<file path="src/rtl/alu_arbiter_pkg.sv">
// Shared definitions for the two-requester ALU arbiter: ALUOp codes,
// controller state encoding and the op-code support check.
package alu_arbiter_pkg;

  localparam logic [3:0] ALU_AND = 4'b0000;
  localparam logic [3:0] ALU_OR  = 4'b0001;
  localparam logic [3:0] ALU_ADD = 4'b0010;
  localparam logic [3:0] ALU_SUB = 4'b0110;
  localparam logic [3:0] ALU_NOR = 4'b1100;

  typedef enum logic [1:0] {
    ST_IDLE = 2'd0,
    ST_EXEC = 2'd1,
    ST_RESP = 2'd2
  } state_e;

  function automatic logic op_supported(input logic [3:0] op);
    logic sup;
    sup = 1'b0;
    case (op)
      ALU_AND, ALU_OR, ALU_ADD, ALU_SUB, ALU_NOR: sup = 1'b1;
      default:                                    sup = 1'b0;
    endcase
    return sup;
  endfunction

endpackage

</file>
<file path="src/rtl/alu_arbiter_alu.sv">
// 64-bit combinational ALU. Unsupported codes produce a zero result;
// ADD/SUB wrap modulo 2^64 with no carry or overflow output.
module ALU_64_bit
  import alu_arbiter_pkg::*;
(
  input  logic [63:0] a_i,
  input  logic [63:0] b_i,
  input  logic [3:0]  alu_op_i,
  output logic [63:0] result_o,
  output logic        zero_o
);

  // Operation select.
  always_comb begin
    result_o = '0;
    case (alu_op_i)
      ALU_AND: result_o = a_i & b_i;
      ALU_OR:  result_o = a_i | b_i;
      ALU_ADD: result_o = a_i + b_i;
      ALU_SUB: result_o = a_i - b_i;
      ALU_NOR: result_o = ~(a_i | b_i);
      default: result_o = '0;
    endcase
  end

  assign zero_o = (result_o == 64'd0);

endmodule

</file>
<file path="src/rtl/alu_arbiter.sv">
// Two-requester front end for a shared 64-bit ALU.
//
//   state   | meaning
//   IDLE    | waiting for a request; granted requester sees ready
//   EXEC    | latched operands drive the ALU; result registered at exit
//   RESP    | response held on rsp_* until rsp_ready
//
// Arbitration is round-robin on ties when RR_EN=1, otherwise requester 0
// always wins. The last-grant pointer resets to 1 so requester 0 wins the
// first tie.
module alu_arbiter
  import alu_arbiter_pkg::*;
#(
  parameter logic RR_EN = 1'b1
) (
  input  logic        clk,
  input  logic        reset_n,
  input  logic        req0_valid,
  output logic        req0_ready,
  input  logic [63:0] req0_a,
  input  logic [63:0] req0_b,
  input  logic [3:0]  req0_op,
  input  logic        req1_valid,
  output logic        req1_ready,
  input  logic [63:0] req1_a,
  input  logic [63:0] req1_b,
  input  logic [3:0]  req1_op,
  output logic        rsp_valid,
  input  logic        rsp_ready,
  output logic        rsp_id,
  output logic [63:0] rsp_result,
  output logic        rsp_zero,
  output logic        rsp_err,
  output logic        busy
);

  state_e      state_q, state_d;
  logic        last_q;
  logic        grant1;
  logic        accept;
  logic [63:0] a_q, b_q;
  logic [3:0]  op_q;
  logic        id_q;
  logic [63:0] rsp_result_q;
  logic        rsp_zero_q;
  logic        rsp_err_q;
  logic [63:0] alu_result;
  logic        alu_zero;
  logic        idle;

  assign idle = (state_q == ST_IDLE);

  // Grant selection; only meaningful while at least one requester is valid.
  always_comb begin
    grant1 = 1'b0;
    if (RR_EN) begin
      if (req0_valid && req1_valid) grant1 = ~last_q;
      else                          grant1 = req1_valid;
    end else begin
      grant1 = ~req0_valid;
    end
  end

  // Reset gates the readies so nothing looks accepted while held in reset.
  assign req0_ready = reset_n & idle & req0_valid & ~grant1;
  assign req1_ready = reset_n & idle & req1_valid &  grant1;
  assign accept     = req0_ready | req1_ready;

  // Next-state logic.
  always_comb begin
    state_d = state_q;
    case (state_q)
      ST_IDLE: if (accept)    state_d = ST_EXEC;
      ST_EXEC:                state_d = ST_RESP;
      ST_RESP: if (rsp_ready) state_d = ST_IDLE;
      default:                state_d = ST_IDLE;
    endcase
  end

  // State register and last-grant pointer.
  always_ff @(posedge clk or negedge reset_n) begin
    if (!reset_n) begin
      state_q <= ST_IDLE;
      last_q  <= 1'b1;
    end else begin
      state_q <= state_d;
      if (accept) last_q <= grant1;
    end
  end

  // Capture the granted request's operands, op and id on accept.
  always_ff @(posedge clk or negedge reset_n) begin
    if (!reset_n) begin
      a_q  <= '0;
      b_q  <= '0;
      op_q <= '0;
      id_q <= 1'b0;
    end else if (accept) begin
      a_q  <= grant1 ? req1_a  : req0_a;
      b_q  <= grant1 ? req1_b  : req0_b;
      op_q <= grant1 ? req1_op : req0_op;
      id_q <= grant1;
    end
  end

  ALU_64_bit u_alu (
    .a_i      (a_q),
    .b_i      (b_q),
    .alu_op_i (op_q),
    .result_o (alu_result),
    .zero_o   (alu_zero)
  );

  // Register the ALU outcome on the EXEC->RESP edge; unsupported ops
  // report zero result and a clear Zero flag.
  always_ff @(posedge clk or negedge reset_n) begin
    if (!reset_n) begin
      rsp_result_q <= '0;
      rsp_zero_q   <= 1'b0;
      rsp_err_q    <= 1'b0;
    end else if (state_q == ST_EXEC) begin
      if (op_supported(op_q)) begin
        rsp_result_q <= alu_result;
        rsp_zero_q   <= alu_zero;
        rsp_err_q    <= 1'b0;
      end else begin
        rsp_result_q <= '0;
        rsp_zero_q   <= 1'b0;
        rsp_err_q    <= 1'b1;
      end
    end
  end

  assign rsp_valid  = (state_q == ST_RESP);
  assign rsp_id     = id_q;
  assign rsp_result = rsp_result_q;
  assign rsp_zero   = rsp_zero_q;
  assign rsp_err    = rsp_err_q;
  assign busy       = ~idle;

endmodule

</file>
<file path="config.mk">
export PLATFORM = sky130hd
export DESIGN_NAME = alu_arbiter
export DESIGN_NICKNAME = d
export VERILOG_FILES = /design/src/rtl/alu_arbiter_pkg.sv /design/src/rtl/alu_arbiter_alu.sv /design/src/rtl/alu_arbiter.sv
export SDC_FILE = /design/constraint.sdc
export NUM_CORES = 1
export LEC_CHECK = 0
export ABC_AREA = 1
export CORE_ASPECT_RATIO = 0.8
export CORE_MARGIN = 2
export CORE_UTILIZATION = 39
export CTS_BUF_LIST = sky130_fd_sc_hd__clkbuf_16
export DETAILED_ROUTE_END_ITERATION = 8
export GPL_TIMING_DRIVEN = 0
export SLEW_MARGIN = 20
export SYNTH_ARGS = -nofsm -noshare
export SYNTH_HDL_FRONTEND = slang
export SYNTH_SLANG_ARGS = --single-unit
</file>
<file path="constraint.sdc">
create_clock -name clk -period 5.5 [get_ports clk]
set_input_delay 1.1 -clock clk [delete_from_list [all_inputs] [get_ports clk]]
set_output_delay 1.1 -clock clk [all_outputs]
set_load 0.02 [all_outputs]
</file>
==> Flow_metrics.wiki <==
{| class="wikitable"
! Metric !! Value
|-
| Peak supply drop || roughly 0.31 mV
|-
| Maximum fanout encountered on the critical timing path || 10
|-
| Minimum setup slack among reg-to-reg paths || ~0.30 ns
|-
| Worst Tran Pin Value || between 1 and 1.5 ns
|-
| Final max-slew violation count || 0
|-
| Hold Violations, Final || 0
|-
| RePlAce Congestion || slightly above 1
|-
| Cell with the most instances on the worst path || sky130_fd_sc_hd__nand2_1
|-
| Growth of design area from synthesis to finish || 27.8%
|-
| Power Dens Cells || around 700 nW/µm²
|-
| Routed Antenna Nets || 0
|-
| Data required time of the critical path || around 6 ns
|-
| Post-CTS clock slew at the launch and capture registers of the worst setup and hold paths || roughly 0.06 ns
|-
| FMAX || ~0.19 GHz
|-
| Area of the die || 48400 µm²
|-
| Share of layout cells above drive strength 1 || 0.0267
|-
| Number of cell rows || 70
|-
| Complex-gate fraction of the synthesized area || 0.149
|-
| Share of the synthesized area in the top cell type || 0.277
|-
| Vias post-DR || between 20k and 25k
|-
| Total global-route track usage || 0.339
|-
| Die width || roughly 250 µm
|-
| Wire length per cell after detailed routing || slightly above 20 µm
|-
| Number of levels in the clock H-tree || 1
|-
| Number of warnings printed during yosys synthesis || 0
|-
| Mean area per synthesized cell || ~6.0 µm²
|-
| Fill cell instance count of the final layout || 4829
|-
| Synth top area cells || sky130_fd_sc_hd__dfrtp_1, sky130_fd_sc_hd__nand2_1, sky130_fd_sc_hd__nor2_1
|-
| Number of clock sinks || ~200
|-
| Non-filler instance count after layout || around 4.0k
|-
| Share of the clock period used by the worst path after layout || 0.946
|-
| Setup CP Type || reg2reg
|-
| Clock root buffer || sky130_fd_sc_hd__clkbuf_16
|-
| Post-synthesis instance area || between 15000 and 20000 µm²
|-
| Number of diodes added for antenna fixing || 0
|-
| Fin Hold WS || around 0.46 ns
|-
| Hold crit path type || in2async
|-
| Net count of the mapped netlist || 3357
|-
| Core Box Area || 45900 µm²
|-
| Drt first-iter violations || ~2.2k
|-
| Insertion delay to the later sink of the worst-skew pair || 0.58 ns
|-
| Post-synthesis adder-cell area fraction || 0.0465
|-
| Setup repair after global routing missed its margin || no
|-
| Final setup fails || 0
|-
| Global-route wire length before repair || about 120000 µm
|-
| End of the worst register-to-register path || rsp_zero$_DFFE_PN0N_
|-
| Iteration count of the initial detailed-routing pass || 8
|-
| Critical path data arrival time || between 5 and 6 ns
|-
| Distinct cell type count of the synthesized netlist || 47
|-
| R2R depth || 26
|-
| Number of DRC violations after detailed routing || 0
|-
| # hold bufs at CTS || 0
|-
| IO Port Bufs || 339
|-
| Min Clock Period, post-route || 5.20 ns
|-
| Worst relative slew slack || 0.233
|-
| Crit end category || register
|-
| Result of the run || finished clean
|-
| Critical Path Start Type || register
|-
| Max stage delay cell, worst path || sky130_fd_sc_hd__dfrtp_1
|-
| Max clock buf depth || 3
|-
| Share of synthesized registers carrying an async set or reset || 1.00
|-
| Via count of the first global-routing pass || roughly 20k
|-
| Nets || approximately 3.7k
|-
| FF+latch count, synth || between 200 and 250
|-
| Beginning of the critical path || op_q[3]$_DFFE_PN0P_
|-
| Final total power || roughly 16000 µW
|-
| Clock skew || approximately 0.016 ns
|-
| Setup TNS || 0 ns
|-
| Post-Place Cells || between 3k and 4k
|-
| Combinational family with the most area after synthesis || simple AND/OR/NAND/NOR gates
|-
| Effective utilization at floorplan || 0.396
|-
| Number of maximum-capacitance constraint violations || 0
|-
| CTS tree || done
|-
| Most area-hungry cell type in the Yosys netlist || sky130_fd_sc_hd__dfrtp_1
|-
| Leftover overflow at the end of global routing || 0
|-
| Die extent in y || 197 µm
|-
| Flip-flop cell with the highest count after synthesis || sky130_fd_sc_hd__dfrtp_1
|-
| Number of antenna violations at the first check in global routing || 1
|-
| Mux cell area share after synthesis || 0
|-
| TritonCTS Buffers || 24
|-
| Leakage power figure || 0.0112 µW
|-
| # IOs || 340
|-
| Total wire length after detailed routing || between 80000 and 90000 µm
|-
| Fraction of synthesized cell area in xor and xnor cells || 0.0304
|-
| Cells after Synth || roughly 3k
|-
| Maximum number of pins on one net before global-route repair || between 70 and 80
|-
| Share of synthesized cell area in and, or, nand and nor gates || 0.388
|-
| EDFF count, synth || 0
|-
| FF-to-FF Start || op_q[3]$_DFFE_PN0P_
|-
| Avg Vias per Cell || 5.37
|-
| Highest cell delay on the worst timing path || approximately 0.54 ns
|-
| Final HPWL DP || roughly 71000 µm
|-
| Sequential area share after synthesis || 0.278
|}
[power breakdown]
group	leakage [µW]	internal (µW)	total [µW]	switching, µW
clock	0.000411	895	1590	699
sequential	0.00241	2130	3070	938
combinational	0.00842	3690	11600	7880
[cell usage after synthesis, types with 3 or more instances]
library cell               number
sky130_fd_sc_hd__inv_2          4
sky130_fd_sc_hd__ha_1          66
sky130_fd_sc_hd__nor4_1        19
sky130_fd_sc_hd__a21o_1         4
sky130_fd_sc_hd__o21ai_0      130
sky130_fd_sc_hd__nand3_2        3
sky130_fd_sc_hd__a31oi_1      140
sky130_fd_sc_hd__xnor2_1        3
sky130_fd_sc_hd__dfrtp_1      201
sky130_fd_sc_hd__a21oi_1       83
sky130_fd_sc_hd__nor3_1        29
sky130_fd_sc_hd__o311ai_0       7
sky130_fd_sc_hd__inv_1        387
sky130_fd_sc_hd__o211ai_1       3
sky130_fd_sc_hd__o21bai_1      12
sky130_fd_sc_hd__nand3b_1      13
sky130_fd_sc_hd__xor2_1        60
sky130_fd_sc_hd__nand2_2        4
sky130_fd_sc_hd__nor2_1       401
sky130_fd_sc_hd__nand3_1      189
sky130_fd_sc_hd__o21a_1         3
sky130_fd_sc_hd__o311a_1       37
sky130_fd_sc_hd__clkbuf_1     108
sky130_fd_sc_hd__nor2_2         4
sky130_fd_sc_hd__buf_2         11
sky130_fd_sc_hd__o31ai_1        8
sky130_fd_sc_hd__nand2_1     1023
sky130_fd_sc_hd__buf_1          9
sky130_fd_sc_hd__o21ai_1        4
sky130_fd_sc_hd__nand4_1       33
[flip-flops by register name, indices dropped and copies added (netlist names)]
register    cells
last_q          1
a_q            64
rsp_zero        1
op_q            4
rsp_id          1
state_q         2
rsp_err         1
rsp_result     64
b_q            64
[cells in the final DEF, fill, tap and decap left out, types with 3 or more instances in the layout]
cell and count:
sky130_fd_sc_hd__nor4_1 19, sky130_fd_sc_hd__clkbuf_2 3, sky130_fd_sc_hd__buf_2 12, sky130_fd_sc_hd__clkbuf_16 24
sky130_fd_sc_hd__o21ai_0 129, sky130_fd_sc_hd__nand2_1 1023, sky130_fd_sc_hd__nor3_4 3, sky130_fd_sc_hd__o311ai_0 7
sky130_fd_sc_hd__xor2_1 60, sky130_fd_sc_hd__xnor2_1 3, sky130_fd_sc_hd__a21oi_1 82, sky130_fd_sc_hd__o21a_1 3
sky130_fd_sc_hd__nand3b_1 13, sky130_fd_sc_hd__o311a_1 37, sky130_fd_sc_hd__clkdlybuf4s50_1 338, sky130_fd_sc_hd__nand2_2 4
sky130_fd_sc_hd__nand3_1 189, sky130_fd_sc_hd__a21oi_2 3, sky130_fd_sc_hd__dfrtp_1 201, sky130_fd_sc_hd__nor3_1 26
sky130_fd_sc_hd__inv_2 4, sky130_fd_sc_hd__nor2_2 8, sky130_fd_sc_hd__ha_1 66, sky130_fd_sc_hd__o21bai_1 12
sky130_fd_sc_hd__clkbuf_1 106, sky130_fd_sc_hd__o21ai_1 5, sky130_fd_sc_hd__a31oi_1 140, sky130_fd_sc_hd__nand4_1 33
sky130_fd_sc_hd__nor3_2 4, sky130_fd_sc_hd__buf_1 7, sky130_fd_sc_hd__o31ai_1 8, sky130_fd_sc_hd__a21o_1 4
sky130_fd_sc_hd__inv_1 397, sky130_fd_sc_hd__nand3_2 3, sky130_fd_sc_hd__o211ai_1 3, sky130_fd_sc_hd__nor2_1 396
[stage by stage]
stage	setup slack (ns)	utilization	area (µm²)
finish	0.299	0.506	23200
global route	0.00548	0.506	23200
floorplan	1.65	-	18200
CTS	0.0803	0.505	23200
global placement	-6.06	0.487	22300
detailed placement	-0.0267	0.488	22400
[worst max-delay path: cells and delay by family, from the launching register on]
kind / cells / cell delay [ns]
buf+inv: 5 / 1.12
fa+ha+maj: 1 / 0.42
simple gates: 19 / 2.88
xor+xnor: 1 / 0.16
flops: 1 / 0.54
[metal layers]
layer,GRT usage,part of all wire
met5,0,0
met4,0.0658,0.022
met3,0.0465,0.088
met2,0.488,0.40
met1,0.533,0.49
[worst max path at each step]
stage / end / slack, ns / cells past startpoint
4_1_cts: rsp_zero$_DFFE_PN0N_ / 0.08 / 25
3_5_place_dp: rsp_zero$_DFFE_PN0N_ / -0.03 / 25
3_3_place_gp: a_q[0]$_DFFE_PN0P_ / -6.06 / 6
2_1_floorplan: rsp_zero$_DFFE_PN0N_ / 1.65 / 28
5_1_grt: rsp_zero$_DFFE_PN0N_ / 0.005 / 32
6_report: rsp_zero$_DFFE_PN0N_ / 0.30 / 26
[timing repair]
action                                  4_1_cts  5_1_grt
buffers inserted                              0        1
resized for setup                             2       15
endpoints found under the setup margin        1        2
pin swaps                                     0        1
[final cells by class]
class | instances | area, µm² | share of cell area
tap | 612 | 766 | 0.0330
buffer | 129 | 510 | 0.0220
inverter | 391 | 1470 | 0.0632
multi-input combinational | 2299 | 11200 | 0.482
clock buffer | 24 | 601 | 0.0259
sequential | 202 | 5060 | 0.218
clock inverter | 20 | 175 | 0.00754
timing repair buffer | 342 | 3460 | 0.149
[cell families after synthesis]
group	after synthesis
AOI/OAI and AO/OA	440
and+or+nand+nor	1729
adders and majority gates	67
DFF	202
buffers and inverters	520
xor gates and xnor gates	63
No activity file was read; power rests on OpenSTA's default activity.
